### src/rtl/gray_code_conv.sv
// rtl/gray_code_conv.sv - binary/Gray converter with combinational output and registered, valid-qualified copy
module gray_code_conv #(
    parameter int WIDTH = 4
) (
    output logic [WIDTH-1:0] OUT,
    input  logic [WIDTH-1:0] IN,
    input  logic             CLK,
    input  logic             RST_N,
    input  logic             MODE,
    input  logic             IN_VALID,
    output logic [WIDTH-1:0] OUT_Q,
    output logic             OUT_VALID
);

    logic [WIDTH-1:0] gray;
    logic [WIDTH-1:0] bin;

    assign gray = IN ^ (IN >> 1);

    // Each binary bit is the XOR of all Gray bits at or above it, so an X only
    // reaches the bits it actually feeds.
    for (genvar i = 0; i < WIDTH; i++) begin : g_bin
        assign bin[i] = ^(IN >> i);
    end

    assign OUT = MODE ? bin : gray;

    always_ff @(posedge CLK or negedge RST_N) begin
        if (!RST_N) begin
            OUT_Q     <= '0;
            OUT_VALID <= 1'b0;
        end else begin
            OUT_VALID <= IN_VALID;
            if (IN_VALID) begin
                OUT_Q <= OUT;
            end
        end
    end

endmodule

### config.mk
export PLATFORM = sky130hd
export DESIGN_NAME = gray_code_conv
export DESIGN_NICKNAME = d
export VERILOG_FILES = /design/src/rtl/gray_code_conv.sv
export SDC_FILE = /design/constraint.sdc
export NUM_CORES = 1
export LEC_CHECK = 0
export BUFFER_PORTS_ARGS = -buffer_cell sky130_fd_sc_hd__buf_2
export CAP_MARGIN = 10
export CORE_AREA = 2 2 39 41
export DETAILED_ROUTE_END_ITERATION = 12
export DIE_AREA = 0 0 41 43
export HOLD_SLACK_MARGIN = 0.1
export PLACE_DENSITY = 0.46
export SETUP_SLACK_MARGIN = 0.3
export SYNTH_ARGS = -nofsm -noshare
export SYNTH_HDL_FRONTEND = slang
export SYNTH_SLANG_ARGS = --single-unit
### constraint.sdc
create_clock -name CLK -period 2 [get_ports CLK]
set_clock_uncertainty 0.15 [all_clocks]
set_input_delay 0.3 -clock CLK [delete_from_list [all_inputs] [get_ports CLK]]
set_output_delay 0.3 -clock CLK [all_outputs]
set_load 0.02 [all_outputs]
==> impl_metrics.env, run 1 <==
export IMPL_hold_class="primary input to register"
export IMPL_drt_first_pass_iters=2
export IMPL_diodes=0
export IMPL_grt_max_degree=8
export IMPL_track_usage_pct=7.44
export IMPL_synth_cell_type_count=15
export IMPL_post_route_util_pct=28.2
export IMPL_stdcell_count=58
export IMPL_intPower_uw=233
export IMPL_synthCells=21
export IMPL_crit_path_frequent_cell="buf_2"
export IMPL_multi_input_area_um2=115
export IMPL_cts_sinks=5
export IMPL_antenna_found_initial=0
export IMPL_syn_avg_cell_area_um2=11.6
export IMPL_drc=0
export IMPL_wl_um=543
export IMPL_finalSetupTns_ps=0
export IMPL_pwr_share_comb_pct=30.2
export IMPL_postCtsSetupRepairBufs=0
export IMPL_start_util_pct=17.6
export IMPL_cts_root_buffer="clkbuf_4"
export IMPL_status="completed"
export IMPL_worst_pin_slew_ps=219
export IMPL_dr_total_vias=224
export IMPL_vias_per_cell=3.86
export IMPL_crit_type="primary input to output port"
export IMPL_die_area_um2=1760
export IMPL_setup_viol=0
export IMPL_seq_area_um2=125
export IMPL_cts_tree="yes"
export IMPL_routedWlPerCell_um=9.36
export IMPL_drive_gt1_share_pct=54.8
export IMPL_power_density_nw_per_um2=858
export IMPL_total_leakage_power_uw=0.000199
export IMPL_ir_drop_uv=227
export IMPL_synth_edf_count=0
export IMPL_synth_fp_nets=29
export IMPL_fill_cells=153
export IMPL_clock_path_buffers=2
export IMPL_postRouteAntennaNets=0
export IMPL_grt_pass1_wl_um=828
export IMPL_cts_max_level=1
export IMPL_arrival_ps=1160
export IMPL_dp_hpwl_um=439
export IMPL_cap_violations=0
export IMPL_pwr_share_clk_pct=33.9
export IMPL_coreArea_um2=1380
export IMPL_dp_cells=52
export IMPL_seq_area_frac_synth_pct=51.3
export IMPL_port_buffers=16
export IMPL_gr_total_overflow=0
export IMPL_ys_seq_elements=5
export IMPL_boundaryPins=17
export IMPL_synth_area_um2=244
export IMPL_place_congestion=0.599
export IMPL_slew_headroom_pct=85.3
export IMPL_worstPathRequired_ps=1550
export IMPL_crit_fanout=4
export IMPL_yosysWarningCount=0
export IMPL_crit_path_end_kind="output port"
export IMPL_p_sw_uw=102
export IMPL_critical_path_cell_chain="buf_2 > xnor2_2 > inv_2 > a21o_1 > and2_1 > buf_2"
export IMPL_slew_violations=0
export IMPL_drtIter0Drc=2
export IMPL_hold_viol=0
export IMPL_fp_dieH_um=43
export IMPL_fmax_mhz=621
export IMPL_nets=51
export IMPL_synthFlopType="dfrtp_1"
export IMPL_period_needed_ps=1610
export IMPL_rsz0062_at_grt="false"
export IMPL_timing_critical_path_from_type="primary input"
export IMPL_async_flop_share_pct=100
export IMPL_swShare_pct=30.6
export IMPL_grt_pass1_vias=204
export IMPL_die_w_um=41
export IMPL_critPathMaxStageDelay_ps=200
export IMPL_clk_pin_slew_worst_paths_ps=40
export IMPL_crit_path_top_delay_cell="xnor2_2"
export IMPL_area_growth_synth_to_final_pct=60.0
export IMPL_clkLatencyLatePin_ps=240
export IMPL_period_share_pct=80.5
export IMPL_seqPwrFrac_pct=35.9
export IMPL_num_rows=14
export IMPL_cts_made_buffers=3
timing repair:
| action | in CTS | in global routing |
|---|---|---|
| endpoints found under the hold margin | 6 | 0 |
| gates resized for setup | 0 | 1 |
| endpoints found under the setup margin | 0 | 1 |
| hold buffers | 2 | 0 |
state kept, by name, indices dropped and copies added, names as in the netlist:
name and count:
OUT_VALID 1, OUT_Q 4
layout by cell type (no fill, tap or decap), drive strengths merged, types with 2 or more instances in the layout:
cell | Yosys | routed
buf | 1 | 16
dfrtp | 5 | 5
clkbuf | 0 | 4
xor2 | 2 | 2
dlygate4sd3 | 0 | 2
xnor2 | 2 | 2
mux2 | 2 | 2
critical path, delay by kind of cell:
kind            cells  cell delay, ps
compound gates      1             190
simple gates        1             130
buf+inv             3             340
xor+xnor            1             200
power by group through the flow:
stage               logic [uW]  clock network (uW)  registers, uW
finish                     101                 114            120
global route               111                 130            121
CTS                        101                 122            120
detailed placement        96.9                   0            121
floorplan                 44.0                   0            137
global placement          96.9                   0            121
kinds of logic (layout without fill, tap and decap cells):
| logic type | after synthesis | count (layout) | synth area share, % |
|---|---|---|---|
| AOI/OAI and AO/OA | 3 | 3 | 8.72 |
| xor gates and xnor gates | 4 | 4 | 14.4 |
| buffers and inverters | 2 | 23 | 4.62 |
| DFF | 5 | 5 | 51.3 |
| muxes | 2 | 2 | 10.8 |
| and+or+nand+nor | 5 | 5 | 10.3 |
metal layers:
layer  share of wire, %  up-vias  wire length (um)  track usage (%)
met4                  0        0                 0             6.00
met1                 48       97               263             9.35
met3                 16        0                88             3.66
met2                 35       17               191             9.06
met5                  0        -                 0                0
li1                   -      110                 -                -
synthesized netlist by cell type, drive strengths merged (2+ instances only):
cell	n	area, um^2
mux2	2	26.3
xnor2	2	17.5
xor2	2	17.5
dfrtp	5	125
area by class of cell:
type,instances,area share [%]
Sequential cell,5,32.1
Multi-Input combinational cell,14,29.5
Timing Repair Buffer,18,25.6
Clock buffer,4,6.73
Tap cell,16,5.13
Inverter,1,0.962
final timing paths:
kind	from	endpoint	slack, ps	cells past startpoint
min in group asynchronous	RST_N	OUT_Q[3]	250	2
max in group asynchronous	RST_N	OUT_Q[1]	1310	2
worst min register to register	OUT_Q[2]	OUT_Q[2]	370	2
worst max register to register	OUT_Q[0]	OUT_Q[0]	1080	2
worst min-delay path	IN[3]	OUT_Q[3]	230	2
worst max-delay path	IN[3]	OUT[0]	390	6
per-stage QoR:
step	cell area [um^2]	hold WS, ps	setup WS, ps	power, uW
2_1_floorplan	244	-146	560	181
3_3_place_gp	337	-29.6	340	218
3_5_place_dp	337	-29.8	338	218
4_1_cts	383	195	323	342
5_1_grt	390	239	304	362
6_report	390	229	389	335
No activity file was read; power rests on OpenSTA's default activity.
==> run 2: changes to the inputs <==
--- a/config.mk
+++ b/config.mk
@@ -11,7 +11,7 @@
 export DETAILED_ROUTE_END_ITERATION = 12
 export DIE_AREA = 0 0 41 43
 export HOLD_SLACK_MARGIN = 0.1
-export PLACE_DENSITY = 0.46
+export PLACE_DENSITY = 0.47
 export SETUP_SLACK_MARGIN = 0.3
 export SYNTH_ARGS = -nofsm -noshare
 export SYNTH_HDL_FRONTEND = slang
==> constraint.sdc (replaced) <==
create_clock -name CLK -period 1.3 [get_ports CLK]
set_clock_uncertainty 0.15 [all_clocks]
set_input_delay 0.195 -clock CLK [delete_from_list [all_inputs] [get_ports CLK]]
set_output_delay 0.195 -clock CLK [all_outputs]
set_load 0.02 [all_outputs]
==> run 2 against run 1 <==
  * Combinational power grew to 2.8 times the previous value
  * Sequential share of layout area is 11 points lower
  * Global-route usage is 2.2 points higher
  * Total power is 93% higher
  * Highest routed layer is now met4
  * Largest power group is now combinational cells
  * Register-to-register slack worse by 810 ps
  * Utilization is 15 points higher
  * Largest cell class is now buffers
  * First-iteration DRC count is 100% lower
  * Setup slack worse by 370 ps
==> impl_metrics.env, run 2 (synthesis results as in run 1) <==
export IMPL_worstPathRequired_ps=950
export IMPL_hold_class="primary input to register"
export IMPL_period_share_pct=98.3
export IMPL_fill_cells=142
export IMPL_top_regs="OUT_Q: 4 flops, OUT_VALID: 1 flops"
export IMPL_post_route_util_pct=43.5
export IMPL_cts_made_buffers=3
export IMPL_wl_um=583
export IMPL_period_needed_ps=1280
export IMPL_die_area_um2=1760
export IMPL_arrival_ps=930
export IMPL_cap_violations=0
export IMPL_track_usage_pct=9.68
export IMPL_grt_pass1_vias=285
export IMPL_crit_type="primary input to output port"
export IMPL_cts_tree="yes"
export IMPL_coreArea_um2=1380
export IMPL_top_register="OUT_Q"
export IMPL_hold_viol=0
export IMPL_clk_pin_slew_worst_paths_ps=40
export IMPL_final_cell_mix="buf_6, buf_4, dfrtp_1, buf_2"
export IMPL_fmax_mhz=782
export IMPL_largest_reg_flops=4
export IMPL_diodes=0
export IMPL_routedWlPerCell_um=8.57
export IMPL_die_w_um=41
export IMPL_drtIter0Drc=0
export IMPL_worst_pin_slew_ps=166
export IMPL_setup_viol=0
export IMPL_fp_dieH_um=43
export IMPL_clock_path_buffers=2
export IMPL_postRouteAntennaNets=0
export IMPL_startpoint="IN[3]"
export IMPL_final_common_cell="buf_6"
export IMPL_num_rows=14
export IMPL_gr_total_overflow=0
export IMPL_boundaryPins=17
export IMPL_hp_start="IN_VALID"
export IMPL_drt_first_pass_iters=1
export IMPL_dr_total_vias=265
export IMPL_crit_fanout=3
export IMPL_vias_per_cell=3.90
export IMPL_power_density_nw_per_um2=1080
export IMPL_slew_headroom_pct=88.9
export IMPL_cts_sinks=5
export IMPL_rsz0062_at_grt="true"
export IMPL_total_leakage_power_uw=0.000299
export IMPL_r2r_start="OUT_Q[1]"
export IMPL_nets=61
export IMPL_cts_root_buffer="clkbuf_4"
export IMPL_seq_area_um2=125
export IMPL_crit_path_end_kind="output port"
export IMPL_cts_max_level=1
export IMPL_area_growth_synth_to_final_pct=147
export IMPL_finalSetupTns_ps=0
export IMPL_ir_drop_uv=426
export IMPL_place_congestion=0.622
export IMPL_clkLatencyLatePin_ps=240
export IMPL_multi_input_area_um2=158
export IMPL_grt_pass1_wl_um=1090
export IMPL_drive_gt1_share_pct=75.0
export IMPL_timing_critical_path_from_type="primary input"
export IMPL_regToRegSetupSlack_ps=270
export IMPL_grt_max_degree=7
export IMPL_placed_cell_area_um2=410
export IMPL_port_buffers=16
export IMPL_drc=0
export IMPL_slew_violations=0
export IMPL_antenna_found_initial=0
export IMPL_final_design_area_no_fill_um2=602
export IMPL_start_util_pct=17.6
export IMPL_status="completed"
-- run 2: changes by cell type in the layout (fill, tap and decap cells not counted), moves of 3 or more --
cell   previous run  this run
buf_8             0         3
buf_4             0         7
buf_2            16         5
buf_6             0        11
-- run 2: final cells by class --
type | instances | share of cell area, %
timing repair buffer | 28 | 44.7
clock buffer | 4 | 4.37
sequential | 5 | 20.8
multi-input combinational | 14 | 26.2
inverter | 1 | 0.624
tap | 16 | 3.33
-- run 2: through the flow --
step                      setup slack [ps]  hold slack, ps  std cells  power, uW
after floorplan                        204            -251         21        294
after global placement               -40.2            -135         57        371
after detailed placement             -49.7            -135         57        372
after CTS                            -10.8             138         67        635
after global routing                 -31.9             112         68        702
final                                 21.7             118         68        648
-- run 2: report_power, final --
part	total (uW)	internal [uW]	switching (uW)	leakage, uW
registers	190	176	14.5	0.0000582
clock network	175	116	59.3	0.0000150
logic	283	174	109	0.000225
total	648	466	183	0.000299
-- run 2: timing repair --
item                                    4_1_cts  5_1_grt
gates resized for setup                      25        8
setup buffers                                 4        1
endpoints found under the setup margin        9       11
endpoints found under the hold margin         7        0
hold buffers                                  2        0
pin swaps                                     4        4
-- run 2: worst paths after layout --
check	endpoint	depth (start not counted)
worst max-delay path	OUT[0]	6
min in group asynchronous	OUT_Q[3]	2
worst min register to register	OUT_Q[3]	1
max in group asynchronous	OUT_Q[2]	2
worst min-delay path	OUT_Q[2]	3
worst max register to register	OUT_Q[1]	2
-- run 2: critical path, cell delays in order --
cell	delay (ps)
buf_8	100
xnor2_4	160
inv_2	60
a21o_1	160
and2_4	130
buf_6	120
-- run 2: routing by layer --
layer  GRT usage, %  up-vias  wire, um
li1               -      130         -
met1           12.1      118       228
met2           11.9       15       280
met3           1.57        2        52
met4           12.0        0        22
met5              0        -         0
==> run 3: changes to the inputs <==
--- a/config.mk
+++ b/config.mk
@@ -10,7 +10,6 @@
 export CORE_AREA = 2 2 39 41
 export DETAILED_ROUTE_END_ITERATION = 12
 export DIE_AREA = 0 0 41 43
-export HOLD_SLACK_MARGIN = 0.1
 export PLACE_DENSITY = 0.47
 export SETUP_SLACK_MARGIN = 0.3
 export SYNTH_ARGS = -nofsm -noshare
==> constraint.sdc (replaced) <==
create_clock -name CLK -period 1.3 [get_ports CLK]
set_clock_uncertainty 0.15 [all_clocks]
set_input_delay 0.13 -clock CLK [delete_from_list [all_inputs] [get_ports CLK]]
set_output_delay 0.13 -clock CLK [all_outputs]
set_load 0.02 [all_outputs]
==> run 3 against run 2 <==
  * Critical path depth is the same
  * First-iteration DRC count is the same
  * Wire length grew 1.4%
  * Utilization shrank 1.6 points
  * Global-route usage shrank 1.5 points
  * Setup slack gained 120 ps
  * Non-clock buffer count shrank 3
  * Sequential power is essentially flat
  * Total power shrank 2.4%
==> impl_metrics.env, run 3 (synthesis results as in run 1) <==
export IMPL_gr_total_overflow=0
export IMPL_num_rows=14
export IMPL_track_usage_pct=8.18
export IMPL_worst_pin_slew_ps=180
export IMPL_top_layer="met3"
export IMPL_cts_sinks=5
export IMPL_power_total_uw=633
export IMPL_top_register="OUT_Q"
export IMPL_worstPathRequired_ps=1020
export IMPL_boundaryPins=17
export IMPL_cts_max_level=1
export IMPL_intPower_uw=453
export IMPL_timing_critical_path_from_type="primary input"
export IMPL_final_common_cell="buf_6"
export IMPL_wl_um=591
export IMPL_drtIter0Drc=0
export IMPL_final_design_area_no_fill_um2=579
export IMPL_seqPwrFrac_pct=29.7
export IMPL_dr_total_vias=248
export IMPL_crit_fanout=3
export IMPL_regToRegSetupSlack_ps=270
export IMPL_routedWlPerCell_um=9.09
export IMPL_pwr_share_comb_pct=42.7
export IMPL_largest_reg_flops=4
export IMPL_fill_cells=134
export IMPL_period_needed_ps=1150
export IMPL_final_cell_mix="buf_6, buf_4, dfrtp_1, buf_2, clkbuf_4"
export IMPL_cap_violations=0
export IMPL_clkLatencyLatePin_ps=240
export IMPL_rsz0062_at_grt="true"
export IMPL_route_met2_wl_um=317
export IMPL_crit_type="primary input to output port"
export IMPL_timing_final_ws_setup_ps=146
export IMPL_drc=0
export IMPL_vias_per_cell=3.82
export IMPL_hold_class="primary input to register"
export IMPL_period_share_pct=88.8
export IMPL_cts_tree="yes"
export IMPL_cts_made_buffers=3
export IMPL_arrival_ps=870
export IMPL_wl_met1_um=219
export IMPL_place_congestion=0.595
export IMPL_grt_pass1_wl_um=924
export IMPL_area_growth_synth_to_final_pct=137
export IMPL_pwr_share_clk_pct=27.6
export IMPL_placed_cell_area_um2=395
export IMPL_dpl_worst_slack_ps=28.5
export IMPL_ir_drop_uv=278
export IMPL_slew_violations=0
export IMPL_fp_dieH_um=43
export IMPL_cts_root_buffer="clkbuf_4"
export IMPL_antenna_found_initial=0
export IMPL_nets=58
export IMPL_hold_viol=0
export IMPL_postRouteAntennaNets=0
export IMPL_top_regs="OUT_Q: 4 flops, OUT_VALID: 1 flops"
export IMPL_total_leakage_power_uw=0.000275
export IMPL_drt_first_pass_iters=1
export IMPL_crit_path_end_kind="output port"
export IMPL_grt_max_degree=8
export IMPL_p_sw_uw=180
export IMPL_slew_headroom_pct=88.0
export IMPL_clk_pin_slew_worst_paths_ps=40
export IMPL_finalSetupTns_ps=0
export IMPL_status="completed"
export IMPL_swShare_pct=28.4
export IMPL_coreArea_um2=1380
export IMPL_grt_pass1_vias=241
export IMPL_diodes=0
export IMPL_drive_gt1_share_pct=69.4
export IMPL_fmax_mhz=866
export IMPL_power_density_nw_per_um2=1090
export IMPL_port_buffers=16
export IMPL_setup_viol=0
export IMPL_die_area_um2=1760
export IMPL_met3WireLength_um=54
export IMPL_clock_path_buffers=2
export IMPL_start_util_pct=17.6
export IMPL_die_w_um=41
export IMPL_post_route_util_pct=41.9
run 3: stage by stage:
step / std cells / hold slack, ps
2_1_floorplan: 21 / -316
3_3_place_gp: 52 / -206
3_5_place_dp: 52 / -202
4_1_cts: 63 / 5.05
5_1_grt: 65 / 14.5
6_report: 65 / 10.9
run 3: cell type report:
| cell class | count | area, um^2 | share of cell area, % |
|---|---|---|---|
| Multi-Input combinational cell | 14 | 174 | 30.0 |
| Timing Repair Buffer | 25 | 230 | 39.7 |
| Clock buffer | 4 | 26.3 | 4.54 |
| Tap cell | 16 | 20.0 | 3.46 |
| Sequential cell | 5 | 125 | 21.6 |
| Inverter | 1 | 3.75 | 0.648 |
run 3: metal layers:
metal / GRT usage (%) / up-vias
li1: - / 122
met1: 9.18 / 113
met2: 10.9 / 13
met3: 0 / 0
met4: 12.0 / 0
met5: 0 / -
run 3: repair_timing:
action	CTS	global route
gates cloned	0	0
buffers inserted	5	2
endpoints found under the hold margin	6	0
pin swaps	4	2
gates resized for setup	21	4
setup endpoints to repair	7	10
hold buffers	2	0
run 3: power by group through the flow:
stage	Sequential [uW]	Combinational (uW)	Clock, uW
2_1_floorplan	211	92.9	0
3_3_place_gp	185	178	0
3_5_place_dp	187	179	0
4_1_cts	188	257	185
5_1_grt	190	289	190
6_report	188	271	175
run 3: critical path, stage by stage:
cell	delay, ps
buf_12	110
xnor2_4	160
inv_2	60
a21o_1	170
and2_4	130
buf_6	120
run 3: path summary, 6_finish.rpt:
kind | start | endpoint | cells past startpoint
setup / recovery | IN[2] | OUT[0] | 6
hold / removal | IN[3] | OUT_Q[3] | 2
setup reg to reg | OUT_Q[1] | OUT_Q[1] | 2
hold reg to reg | OUT_Q[3] | OUT_Q[3] | 1
max in group asynchronous | RST_N | OUT_Q[0] | 2
min in group asynchronous | RST_N | OUT_Q[3] | 2
